==> config.mk <==
export PLATFORM = sky130hd
export DESIGN_NAME = wb_stage_regfile_flat
export DESIGN_NICKNAME = d
export VERILOG_FILES = /design/src/rtl/wb_stage_regfile_pkg.sv /design/src/rtl/wb_stage_regfile_if.sv /design/src/rtl/wb_stage_regfile_bank.sv /design/src/rtl/wb_stage_regfile.sv /design/src/flat_wrapper.sv
export SDC_FILE = /design/constraint.sdc
export NUM_CORES = 1
export LEC_CHECK = 0
export ABC_AREA = 1
export CAP_MARGIN = 20
export CORE_ASPECT_RATIO = 1.4
export CORE_UTILIZATION = 60
export CTS_BUF_LIST = sky130_fd_sc_hd__clkbuf_2 sky130_fd_sc_hd__clkbuf_4 sky130_fd_sc_hd__clkbuf_8
export CTS_CLUSTER_SIZE = 30
export DETAILED_ROUTE_END_ITERATION = 10
export PLACE_DENSITY = 0.87
export SLEW_MARGIN = 20
export SYNTH_ARGS = -nofsm -noshare
export SYNTH_HDL_FRONTEND = slang
export SYNTH_SLANG_ARGS = --single-unit
==> constraint.sdc <==
create_clock -name clk -period 2.1 [get_ports clk]
set_input_delay 0.42 -clock clk [delete_from_list [all_inputs] [get_ports clk]]
set_output_delay 0.42 -clock clk [all_outputs]
set_load 0.1 [all_outputs]
==> src/rtl/wb_stage_regfile_pkg.sv <==
// Shared constants for the write-back stage and its register file.
// Register index width, the PC index and the write counter width.
package wb_stage_regfile_pkg;

    localparam int unsigned D_WIDTH   = 32;
    localparam int unsigned NUM_GPR   = 15;
    localparam int unsigned REG_IDX_W = 4;
    localparam int unsigned CNT_W     = 16;

    localparam logic [REG_IDX_W-1:0] REG_PC = 4'hF;

endpackage

==> src/rtl/wb_stage_regfile_if.sv <==
// W-stage control/data bundle leaving the MEM->WB pipeline register.
// The master drives it; the write-back stage consumes it as slave.
interface wb_stage_regfile_if
    import wb_stage_regfile_pkg::*;
#(
    parameter int unsigned DW = D_WIDTH
);

    logic                 PCSrcW;
    logic                 RegWriteW;
    logic                 MemtoRegW;
    logic [DW-1:0]        ReadDataW;
    logic [DW-1:0]        ALUOutW;
    logic [REG_IDX_W-1:0] WA3W;

    modport master (
        output PCSrcW, RegWriteW, MemtoRegW, ReadDataW, ALUOutW, WA3W
    );

    modport slave (
        input PCSrcW, RegWriteW, MemtoRegW, ReadDataW, ALUOutW, WA3W
    );

endinterface

==> src/rtl/wb_stage_regfile_bank.sv <==
// NREG x DW flop array: one synchronous write port, two asynchronous read ports, no bypass.
// Indices beyond the stored range read as zero and ignore writes.
module regfile_bank
    import wb_stage_regfile_pkg::*;
#(
    parameter int unsigned DW   = D_WIDTH,
    parameter int unsigned NREG = NUM_GPR
) (
    input  logic                 clk,
    input  logic                 rst_n,
    input  logic                 we_i,
    input  logic [REG_IDX_W-1:0] waddr_i,
    input  logic [DW-1:0]        wdata_i,
    input  logic [REG_IDX_W-1:0] raddr1_i,
    input  logic [REG_IDX_W-1:0] raddr2_i,
    output logic [DW-1:0]        rdata1_o,
    output logic [DW-1:0]        rdata2_o
);

    localparam logic [REG_IDX_W-1:0] LastIdx = REG_IDX_W'(NREG - 1);

    logic [DW-1:0] rf_q [NREG];

    always_ff @(posedge clk or negedge rst_n) begin
        if (!rst_n) begin
            for (int i = 0; i < int'(NREG); i++) begin
                rf_q[i] <= '0;
            end
        end else if (we_i && (waddr_i <= LastIdx)) begin
            rf_q[waddr_i] <= wdata_i;
        end
    end

    always_comb begin
        rdata1_o = (raddr1_i <= LastIdx) ? rf_q[raddr1_i] : '0;
        rdata2_o = (raddr2_i <= LastIdx) ? rf_q[raddr2_i] : '0;
    end

endmodule

==> src/rtl/wb_stage_regfile.sv <==
// Write-back stage: result select, GPR commit with same-cycle read bypass,
// R15 redirect flops and a saturating committed-write counter.
module wb_stage_regfile
    import wb_stage_regfile_pkg::*;
#(
    parameter int unsigned DW   = D_WIDTH,
    parameter int unsigned NREG = NUM_GPR
) (
    input  logic                 clk,
    input  logic                 rst_n,
    wb_stage_regfile_if.slave    w_if,
    input  logic [REG_IDX_W-1:0] i_RA1D,
    input  logic [REG_IDX_W-1:0] i_RA2D,
    input  logic [DW-1:0]        i_PCPlus8D,
    output logic [DW-1:0]        o_RD1D,
    output logic [DW-1:0]        o_RD2D,
    output logic [DW-1:0]        o_ResultW,
    output logic                 o_PCRedirW,
    output logic [DW-1:0]        o_PCTargetW,
    output logic [CNT_W-1:0]     o_WrCnt
);

    logic [DW-1:0]    result;
    logic             gpr_we;
    logic [DW-1:0]    bank_rd1;
    logic [DW-1:0]    bank_rd2;
    logic             redir_q, redir_d;
    logic [DW-1:0]    target_q, target_d;
    logic [CNT_W-1:0] wr_cnt_q, wr_cnt_d;

    always_comb begin
        result = w_if.MemtoRegW ? w_if.ReadDataW : w_if.ALUOutW;
        gpr_we = w_if.RegWriteW && (w_if.WA3W != REG_PC);
    end

    regfile_bank #(
        .DW   (DW),
        .NREG (NREG)
    ) u_bank (
        .clk      (clk),
        .rst_n    (rst_n),
        .we_i     (gpr_we),
        .waddr_i  (w_if.WA3W),
        .wdata_i  (result),
        .raddr1_i (i_RA1D),
        .raddr2_i (i_RA2D),
        .rdata1_o (bank_rd1),
        .rdata2_o (bank_rd2)
    );

    // R15 reads the fetch PC; otherwise a same-cycle commit to the address wins over the array.
    always_comb begin
        if (i_RA1D == REG_PC) begin
            o_RD1D = i_PCPlus8D;
        end else if (gpr_we && (w_if.WA3W == i_RA1D)) begin
            o_RD1D = result;
        end else begin
            o_RD1D = bank_rd1;
        end

        if (i_RA2D == REG_PC) begin
            o_RD2D = i_PCPlus8D;
        end else if (gpr_we && (w_if.WA3W == i_RA2D)) begin
            o_RD2D = result;
        end else begin
            o_RD2D = bank_rd2;
        end
    end

    always_comb begin
        redir_d  = w_if.PCSrcW;
        target_d = w_if.PCSrcW ? result : target_q;
        wr_cnt_d = wr_cnt_q;
        if (gpr_we && (wr_cnt_q != '1)) begin
            wr_cnt_d = wr_cnt_q + CNT_W'(1);
        end
    end

    always_ff @(posedge clk or negedge rst_n) begin
        if (!rst_n) begin
            redir_q  <= 1'b0;
            target_q <= '0;
            wr_cnt_q <= '0;
        end else begin
            redir_q  <= redir_d;
            target_q <= target_d;
            wr_cnt_q <= wr_cnt_d;
        end
    end

    assign o_ResultW   = result;
    assign o_PCRedirW  = redir_q;
    assign o_PCTargetW = target_q;
    assign o_WrCnt     = wr_cnt_q;

endmodule

==> src/flat_wrapper.sv <==
// flat-port wrapper written by rule: the top's interface ports become plain ports
module wb_stage_regfile_flat import wb_stage_regfile_pkg::*;
#(
    parameter int unsigned DW   = D_WIDTH,
    parameter int unsigned NREG = NUM_GPR
)
  (clk, rst_n, i_RA1D, i_RA2D, i_PCPlus8D, o_RD1D, o_RD2D, o_ResultW, o_PCRedirW, o_PCTargetW, o_WrCnt, w_if_PCSrcW, w_if_RegWriteW, w_if_MemtoRegW, w_if_ReadDataW, w_if_ALUOutW, w_if_WA3W);
  wb_stage_regfile_if #(.DW(DW)) w_if_i ();
  input  logic clk;
  input  logic rst_n;
  input  logic [REG_IDX_W-1:0] i_RA1D;
  input  logic [REG_IDX_W-1:0] i_RA2D;
  input  logic [DW-1:0] i_PCPlus8D;
  output logic [DW-1:0] o_RD1D;
  output logic [DW-1:0] o_RD2D;
  output logic [DW-1:0] o_ResultW;
  output logic o_PCRedirW;
  output logic [DW-1:0] o_PCTargetW;
  output logic [CNT_W-1:0] o_WrCnt;
  input wire logic [$bits(w_if_i.PCSrcW)-1:0] w_if_PCSrcW;
  input wire logic [$bits(w_if_i.RegWriteW)-1:0] w_if_RegWriteW;
  input wire logic [$bits(w_if_i.MemtoRegW)-1:0] w_if_MemtoRegW;
  input wire logic [$bits(w_if_i.ReadDataW)-1:0] w_if_ReadDataW;
  input wire logic [$bits(w_if_i.ALUOutW)-1:0] w_if_ALUOutW;
  input wire logic [$bits(w_if_i.WA3W)-1:0] w_if_WA3W;
  assign w_if_i.PCSrcW = w_if_PCSrcW;
  assign w_if_i.RegWriteW = w_if_RegWriteW;
  assign w_if_i.MemtoRegW = w_if_MemtoRegW;
  assign w_if_i.ReadDataW = w_if_ReadDataW;
  assign w_if_i.ALUOutW = w_if_ALUOutW;
  assign w_if_i.WA3W = w_if_WA3W;
  wb_stage_regfile #(.DW(DW), .NREG(NREG)) u_core (.clk(clk), .rst_n(rst_n), .w_if(w_if_i), .i_RA1D(i_RA1D), .i_RA2D(i_RA2D), .i_PCPlus8D(i_PCPlus8D), .o_RD1D(o_RD1D), .o_RD2D(o_RD2D), .o_ResultW(o_ResultW), .o_PCRedirW(o_PCRedirW), .o_PCTargetW(o_PCTargetW), .o_WrCnt(o_WrCnt));
endmodule
==> out/qor.csv, run 1 <==
stage;metric;value;unit
logic_synthesis;synth_ff_type;dfrtp_1;
die;ios;258;
die;die_w;196;um
grt;grt_max_degree;77;
die;die_y;273;um
logic_synthesis;synth-async-reset-ratio;1.00;
sta;endpoint_type;primary output;
logic_synthesis;ys_seq_area_frac;0.420;
logic_synthesis;synthCells;4415;
clocking;cts_made_buffers;86;
logic_synthesis;synth_top_family_by_area;simple AND/OR/NAND/NOR gates;
logic_synthesis;synth-edff-count;0;
logic_synthesis;yosysUniqueCellTypes;26;
run_status;lastStage;5_1_grt;
logic_synthesis;yosysMostFrequentCell;nand2_1;
logic_synthesis;synth_fp_nets;4529;
placed_design;dpl_cell_area;39000;um^2
logic_synthesis;synth.largest_area_cell;dfrtp_1;
clocking;clockBufferDepth;3;
grt;track_usage;0.795;
die;rows;99;
logic_synthesis;avgSynthCellArea;7.14;um^2
clocking;root_buffer;clkbuf_8;
logic_synthesis;synth_mux_area_frac;0.0821;
logic_synthesis;synth_compound_area_frac;0.0672;
die;initial_core_util;0.606;
logic_synthesis;synthAdderAreaFrac;0.000397;
run_status;tool.error;[ERROR GRT-0232] Routing congestion too high. Check the congestion heatmap in the GUI.;
run_status;outcome;aborted with a tool error;
logic_synthesis;synth_area;31500;um^2
grt;grt.overflow.total;73;
clocking;cts.sinks;529;
logic_synthesis;synth_warnings;0;
logic_synthesis;synth_seq_cells;529;
logic_synthesis;synth_area_leaders;dfrtp_1 (42%), nand2_1 (20%), nand3_1 (12%), mux2_2 (7.7%), o21ai_0 (5.9%);
placed_design;hpwl;80500;um
logic_synthesis;synthTopCellsByCount;nand2_1 (1641), nand3_1 (725), dfrtp_1 (529);
clocking;cts_htree_levels;3;
sta;postGrtWorstEndpoint;o_RD2D[31];
logic_synthesis;synth_top_area_frac;0.420;
logic_synthesis;synth_xor_area_frac;0.00389;
logic_synthesis;yosys.area_share.simple;0.333;
placed_design;numPortBuffers;257;
placed_design;gp_congestion;0.974;
stage by stage:
step                hold slack (ns)  setup WS, ns  std cells
floorplan                     0.124        -0.127       4415
global placement              0.354        -0.642       5326
detailed placement            0.356        -0.669       5326
CTS                          0.0516        -0.283       5541
cells by family after synthesis:
logic type                 Yosys count
DFF                                529
adders and majority gates            1
xor gates and xnor gates            14
buffers and inverters              712
muxes                              230
AOI/OAI and AO/OA                  408
and+or+nand+nor                   2521
layer usage:
metal,track usage,overflow
met1,0.781,5
met2,0.927,34
met3,0.708,5
met4,0.754,27
met5,0.518,2
repair_timing:
action / CTS
hold endpoints to repair: 99
setup buffers: 49
gates resized for setup: 539
endpoints found under the setup margin: 65
hold buffers: 1
pin swaps: 185
gates cloned: 11
==> run 2, diff against run 1 <==
--- a/config.mk
+++ b/config.mk
@@ -7,12 +7,9 @@
 export LEC_CHECK = 0
 export ABC_AREA = 1
 export CAP_MARGIN = 20
-export CORE_ASPECT_RATIO = 1.4
-export CORE_UTILIZATION = 60
-export CTS_BUF_LIST = sky130_fd_sc_hd__clkbuf_2 sky130_fd_sc_hd__clkbuf_4 sky130_fd_sc_hd__clkbuf_8
-export CTS_CLUSTER_SIZE = 30
+export CORE_UTILIZATION = 40
 export DETAILED_ROUTE_END_ITERATION = 10
-export PLACE_DENSITY = 0.87
+export PLACE_DENSITY_LB_ADDON = 0.15
 export SLEW_MARGIN = 20
 export SYNTH_ARGS = -nofsm -noshare
 export SYNTH_HDL_FRONTEND = slang
==> run 2 against run 1 <==
- the flow now finishes, with violations (setup timing)
- synthesized cell count did not move
- synthesized area did not move
==> out/qor.csv, run 2 <==
stage;metric;value;unit;change
run_status;outcome;finished, violations left;;
run_status;failed_checks;setup timing;;
sta;finalWorstSetupSlack;-0.298;ns;
placed_design;dpl_cell_area;40200;um^2;+3.0%
detailed_routing;drt_first_iter_violations;3825;;
min_path;min_path_type;primary input to flip-flop;;
sta;relSlewSlack;0.689;;
detailed_routing;drc;0;;
setup_path;cpPeakStageDelay;0.41;ns;
die;die-area;80000;um^2;
logic_synthesis;synth_top_area_frac;0.420;;unchanged
final_layout;fin_nets;4964;;
die;initial_core_util;0.406;;-0.200
sta;worst_pin_slew;0.463;ns;
final_layout;top_register;u_core.u_bank.rf_q;;
logic_synthesis;synth_area_leaders;dfrtp_1 (42%), nand2_1 (20%), nand3_1 (12%), mux2_2 (7.7%), o21ai_0 (5.9%);;
setup_path;path_cells;buf_6 > nand3_2 > nand2_1 > nand3b_1 > nand3_2 > nand2_4 > nand2_4 > nand3_4 > buf_12;;
setup_path;crit_family;simple AND/OR/NAND/NOR gates;;
min_path;hold_depth;2;;
setup_path;start_kind;flip-flop;;
logic_synthesis;synth_warnings;0;;unchanged
clocking;insertion_delay;0.63;ns;
final_layout;final_common_cell;nand2_1;;
grt;grt_max_degree;72;;
logic_synthesis;yosysUniqueCellTypes;26;;unchanged
setup_path;required;1.68;ns;
logic_synthesis;yosysMostFrequentCell;nand2_1;;
die;die_w;283;um;+44%
grt;grt.overflow.total;0;;
logic_synthesis;synth_fp_nets;4529;;unchanged
logic_synthesis;synth-edff-count;0;;unchanged
final_layout;design_area;45800;um^2;
detailed_routing;wl_per_cell;23.0;um;
final_layout;drive_gt1_frac;0.303;;
power_and_ir_drop;p_total;39.8;mW;
clocking;root_buffer;clkbuf_16;;
grt;track_usage;0.338;;
placed_design;numPortBuffers;257;;unchanged
sta;slew_violations;0;;
logic_synthesis;synth_seq_cells;529;;unchanged
sta;period_share;1.14;;
logic_synthesis;synth-async-reset-ratio;1.00;;unchanged
final_layout;fillers;6753;;
die;ios;258;;unchanged
placed_design;pre_cts_slack;-0.552;ns;+0.117 ns
final_layout;syn_to_final_growth;45.1;%;
final_layout;layout_common_cells;nand2_1 (1458), dfrtp_1 (526), nand3_1 (516);;
sta;fmax;0.417;GHz;
logic_synthesis;synth_ff_type;dfrtp_1;;
grt;grt_pass1_vias;31000;;
final_layout;diodes;0;;
die;die_y;283;um;+3.5%
clocking;cts_htree_levels;2;;-1
setup_path;critical_path_class;flip-flop to primary output;;
detailed_routing;wl;136000;um;
power_and_ir_drop;ir_worst_vdd;0.000695;V;
final_layout;largest_reg_flops;480;;
setup_path;arrival;1.98;ns;
logic_synthesis;avgSynthCellArea;7.14;um^2;unchanged
setup_path;end_kind;primary output;;
detailed_routing;dr.pass1.iters;6;;
logic_synthesis;ys_seq_area_frac;0.420;;unchanged
die;core_area;77700;um^2;
logic_synthesis;synth_area;31500;um^2;unchanged
detailed_routing;routed_via_density;5.51;;
setup_path;rrSetupSlack;0.29;ns;
sta;layout_min_cycle_time;2.40;ns;
sta;clock_skew;0.00466;ns;
min_path;whs_endpoint;u_core.o_PCRedirW;;
sta;rsz0062_at_grt;yes;;
setup_path;cp_max_fo;3;;
clocking;clockBufferDepth;3;;unchanged
setup_path;r2r-end;u_core.o_WrCnt[9];;
detailed_routing;vias;32700;;
detailed_routing;antenna_left;0;;
logic_synthesis;synthCells;4415;;unchanged
placed_design;hpwl;89400;um;+11%
setup_path;reg2reg_from;u_core.o_WrCnt[0];;
die;rows;102;;+3.0%
power_and_ir_drop;leakage;21.4;nW;
sta;fin_tns_setup;-13.49;ns;
setup_path;worstRegToRegCells;9;;
grt;antenna_found_initial;0;;
final_layout;multi_input_area;18100;um^2;
logic_synthesis;synthTopCellsByCount;nand2_1 (1641), nand3_1 (725), dfrtp_1 (529);;
sta;hold_viol_final;0;;
clocking;path_clk_slew;0.06;ns;
logic_synthesis;synth.largest_area_cell;dfrtp_1;;
final_layout;seqCellArea;13200;um^2;
min_path;hold_path_startpoint;w_if_PCSrcW;;
sta;finalSetupViolations;64;;
clocking;cts_tree;done;;
sta;timing.hold.ws;0.127;ns;
job;maxCapViolations;0;;
grt;grt_pass1_wl;202000;um;
clocking;cts.sinks;529;;unchanged
power_and_ir_drop;power.density;869;nW/um^2;
clocking;cts_made_buffers;61;;-29%
setup_path;crit_slowest_cell;dfrtp_1;;
placed_design;gp_congestion;0.938;;-3.7%
setup_path;cp_num_buf_inv;2;;
run 2: kinds of logic after synthesis:
| kind of cell | after synthesis | share of synthesized area |
|---|---|---|
| multiplexers | 230 | 0.0821 |
| buffers and inverters | 712 | 0.0941 |
| adder cells (fa/ha/maj) | 1 | 0.000397 |
| AO/OA/AOI/OAI | 408 | 0.0672 |
| flip-flops | 529 | 0.420 |
| AND/OR/NAND/NOR | 2521 | 0.333 |
| XOR/XNOR | 14 | 0.00389 |
run 2: layer usage:
metal | wire [um] | global-route usage | vias up
li1 | - | - | 15000
met1 | 56800 | 0.462 | 15700
met2 | 60000 | 0.509 | 1681
met3 | 13800 | 0.0865 | 313
met4 | 5640 | 0.134 | 0
met5 | 0 | 0 | -
run 2: metrics by stage:
stage / util / cells
2_1_floorplan: - / 4415
3_3_place_gp: 0.517 / 5756
3_5_place_dp: 0.517 / 5756
4_1_cts: 0.577 / 5924
5_1_grt: 0.589 / 5938
6_report: 0.589 / 5938
run 2: worst max path at each step:
stage               slack [ns]    endpoint  cells past startpoint                     from
finish                   -0.30  o_RD2D[11]                      9  u_core.u_bank.rf_q[363]
global placement         -0.55  o_RD1D[11]                     10             w_if_WA3W[1]
global route             -0.38  o_RD2D[11]                      9  u_core.u_bank.rf_q[363]
floorplan                -0.13  o_RD2D[31]                      5           w_if_MemtoRegW
CTS                      -0.30  o_RD1D[11]                     10  u_core.u_bank.rf_q[235]
detailed placement       -0.55  o_RD1D[12]                     10             w_if_WA3W[1]
run 2: report_power, final:
group / switching (mW) / internal, mW
sequential: 1.30 / 12.6
combinational: 9.35 / 5.40
clock: 4.56 / 6.55
run 2: cell type report:
class / count / share of cell area
Multi-Input combinational cell: 3174 / 0.395
Timing Repair Buffer: 703 / 0.209
Clock inverter: 22 / 0.00549
Tap cell: 1040 / 0.0284
Inverter: 381 / 0.0331
Clock buffer: 89 / 0.0396
Sequential cell: 529 / 0.289
run 2: timing repair:
action,4_1_cts,5_1_grt
endpoints found under the hold margin,61,0
buffers inserted,35,14
setup endpoints to repair,67,74
hold buffers,1,0
gates cloned,22,9
pin swaps,117,143
resized for setup,512,266
Power figures use the tool's default switching activity.
==> run 3, diff against run 2 <==
--- a/config.mk
+++ b/config.mk
@@ -7,7 +7,10 @@
 export LEC_CHECK = 0
 export ABC_AREA = 1
 export CAP_MARGIN = 20
-export CORE_UTILIZATION = 40
+export CELL_PAD_IN_SITES_DETAIL_PLACEMENT = 0
+export CELL_PAD_IN_SITES_GLOBAL_PLACEMENT = 1
+export CORE_MARGIN = 5
+export CORE_UTILIZATION = 43
 export DETAILED_ROUTE_END_ITERATION = 10
 export PLACE_DENSITY_LB_ADDON = 0.15
 export SLEW_MARGIN = 20
==> run 3 against run 2 <==
- the run still ends with setup timing left
- register-to-register slack better by 0.05 ns
- clock power hardly changed
- combinational power hardly changed
- sequential cell count stayed put
- total power is 0.24% lower
- count of clock-buffer cells in the layout is 1 lower
- maximum frequency is 1.7% higher
- worst hold slack better by 0.13 ns
- worst setup slack better by 0.041 ns
==> out/qor.csv, run 3 (synthesis results as in run 2) <==
stage;metric;value;unit;change
sta;hold_viol_final;0;;unchanged
final_layout;syn_to_final_growth;43.5;%;
grt;antenna_found_initial;5;;+5
final_layout;layout_common_cells;nand2_1 (1461), dfrtp_1 (526), nand3_1 (519);;
final_layout;fin_nets;4986;;+0.44%
setup_path;cp_num_buf_inv;7;;+5
detailed_routing;drt_first_iter_violations;3709;;-3.0%
placed_design;dpl_cell_area;39900;um^2;-0.88%
placed_design;dp_cells;5669;;-1.5%
setup_path;crit_slowest_cell;buf_12;;
grt;track_usage;0.342;;+0.00433
final_layout;multi_input_area;17900;um^2;-1.0%
final_layout;instances_no_fill;5878;;-1.0%
die;core_area;72800;um^2;-6.3%
run_status;outcome;finished, violations left;;
final_layout;seqCellArea;13200;um^2;unchanged
sta;layout_min_cycle_time;2.36;ns;-0.0412 ns
sta;worst_pin_slew;0.487;ns;+0.0245 ns
sta;relSlewSlack;0.675;;-0.0140
sta;clock_skew;0.00512;ns;+0.000462 ns
clocking;root_buffer;clkbuf_16;;
sta;finalSetupViolations;64;;unchanged
setup_path;start_kind;primary input;;
setup_path;cp_max_fo;6;;+3
final_layout;largest_reg_flops;480;;unchanged
final_layout;top_register;u_core.u_bank.rf_q;;
detailed_routing;dr.pass1.iters;6;;unchanged
clocking;cts_made_buffers;60;;-1.6%
sta;finalWorstSetupSlack;-0.257;ns;+0.0412 ns
placed_design;gp_congestion;0.875;;-6.7%
clocking;clockBufferDepth;3;;unchanged
clocking;cts_htree_levels;2;;unchanged
sta;period_share;1.12;;-0.0196
sta;rsz0062_at_grt;yes;;
sta;timing.hold.ws;0.254;ns;+0.127 ns
die;ios;258;;unchanged
detailed_routing;routed_via_density;5.62;;+2.0%
detailed_routing;wl_per_cell;23.9;um;+4.3%
grt;grt_pass1_wl;206000;um;+2.1%
placed_design;numPortBuffers;257;;unchanged
setup_path;arrival;1.94;ns;-0.04 ns
detailed_routing;drc;0;;unchanged
power_and_ir_drop;p_total;39.7;mW;-0.24%
clocking;path_clk_slew;0.05;ns;about the same
final_layout;fillers;6455;;-4.4%
setup_path;required;1.68;ns;about the same
run_status;failed_checks;setup timing;;
die;initial_core_util;0.433;;+0.0272
min_path;min_path_type;primary input to flip-flop;;
sta;slew_violations;0;;unchanged
placed_design;hpwl;90500;um;+1.3%
job;maxCapViolations;0;;unchanged
setup_path;path_cells;clkbuf_16 > clkinv_8 > buf_8 > nand2_4 > a21oi_4 > nand3_4 > inv_8 > buf_6 > buf_12 > nand2_4 > nand3_4 > buf_12;;
setup_path;critical_path_class;primary input to primary output;;
final_layout;design_area;45300;um^2;-1.1%
power_and_ir_drop;leakage;21.3;nW;-0.34%
grt;grt_pass1_vias;31300;;+0.94%
die;die_y;281;um;-0.70%
detailed_routing;wl;141000;um;+3.2%
setup_path;crit_family;buffers and inverters;;
sta;fmax;0.424;GHz;+1.7%
power_and_ir_drop;ir_worst_vdd;0.000942;V;+36%
die;rows;99;;-2.9%
setup_path;end_kind;primary output;;
clocking;cts_tree;done;;
clocking;insertion_delay;0.63;ns;about the same
die;die_w;281;um;-0.70%
clocking;cts.sinks;529;;unchanged
grt;grt.overflow.total;0;;unchanged
final_layout;drive_gt1_frac;0.313;;+0.00975
die;die-area;78900;um^2;-1.4%
final_layout;final_common_cell;nand2_1;;
detailed_routing;antenna_left;0;;unchanged
power_and_ir_drop;power.density;877;nW/um^2;+0.86%
grt;grt_max_degree;87;;+21%
setup_path;cpPeakStageDelay;0.18;ns;-0.23 ns
detailed_routing;vias;33100;;+0.96%
## run 3: layout make-up
class / instances / area share
clock buffer: 88 / 0.0393
tap: 959 / 0.0265
sequential: 529 / 0.292
timing repair buffer: 726 / 0.208
antenna: 1 / 0.0000553
clock inverter: 20 / 0.00528
multi-input combinational: 3174 / 0.396
inverter: 381 / 0.0329
## run 3: path summary, 6_finish.rpt
| kind | from | end | slack, ns | cells past startpoint |
|---|---|---|---|---|
| max | i_RA1D[0] | o_RD1D[26] | -0.26 | 12 |
| min | w_if_PCSrcW | u_core.o_PCRedirW | 0.25 | 2 |
| max reg2reg | u_core.o_WrCnt[0] | u_core.o_WrCnt[3] | 0.34 | 9 |
| min reg2reg | u_core.o_PCTargetW[5] | u_core.o_PCTargetW[5] | 0.51 | 1 |
| max in group asynchronous | rst_n | u_core.u_bank.rf_q[177] | 0.97 | 3 |
| min in group asynchronous | rst_n | u_core.u_bank.rf_q[445] | 0.30 | 2 |
## run 3: timing repair
item | 4_1_cts | 5_1_grt
endpoints found under the hold margin | 25 | 0
endpoints found under the setup margin | 65 | 330
hold buffers | 1 | 0
buffers inserted | 43 | 37
pin swaps | 123 | 154
gates cloned | 17 | 10
gates resized for setup | 420 | 332
## run 3: through the flow
stage	TNS, ns	util	setup slack, ns
2_1_floorplan	-0.856	-	-0.127
3_3_place_gp	-90.07	0.547	-0.612
3_5_place_dp	-97.93	0.547	-0.645
4_1_cts	-26.00	0.602	-0.265
5_1_grt	-15.54	0.622	-0.297
6_report	-11.25	0.622	-0.257
## run 3: report_power, final
group / internal, mW / switching (mW)
sequential: 12.6 / 1.33
clock: 6.43 / 4.58
combinational: 5.38 / 9.35
## run 3: per-layer routing
layer	share of wire	track usage	vias to the layer above	wire length, um
li1	-	-	15100	-
met1	0.43	0.491	16100	60700
met2	0.44	0.523	1560	62100
met3	0.093	0.0712	302	13100
met4	0.034	0.105	4	4760
met5	0.00020	0	-	28
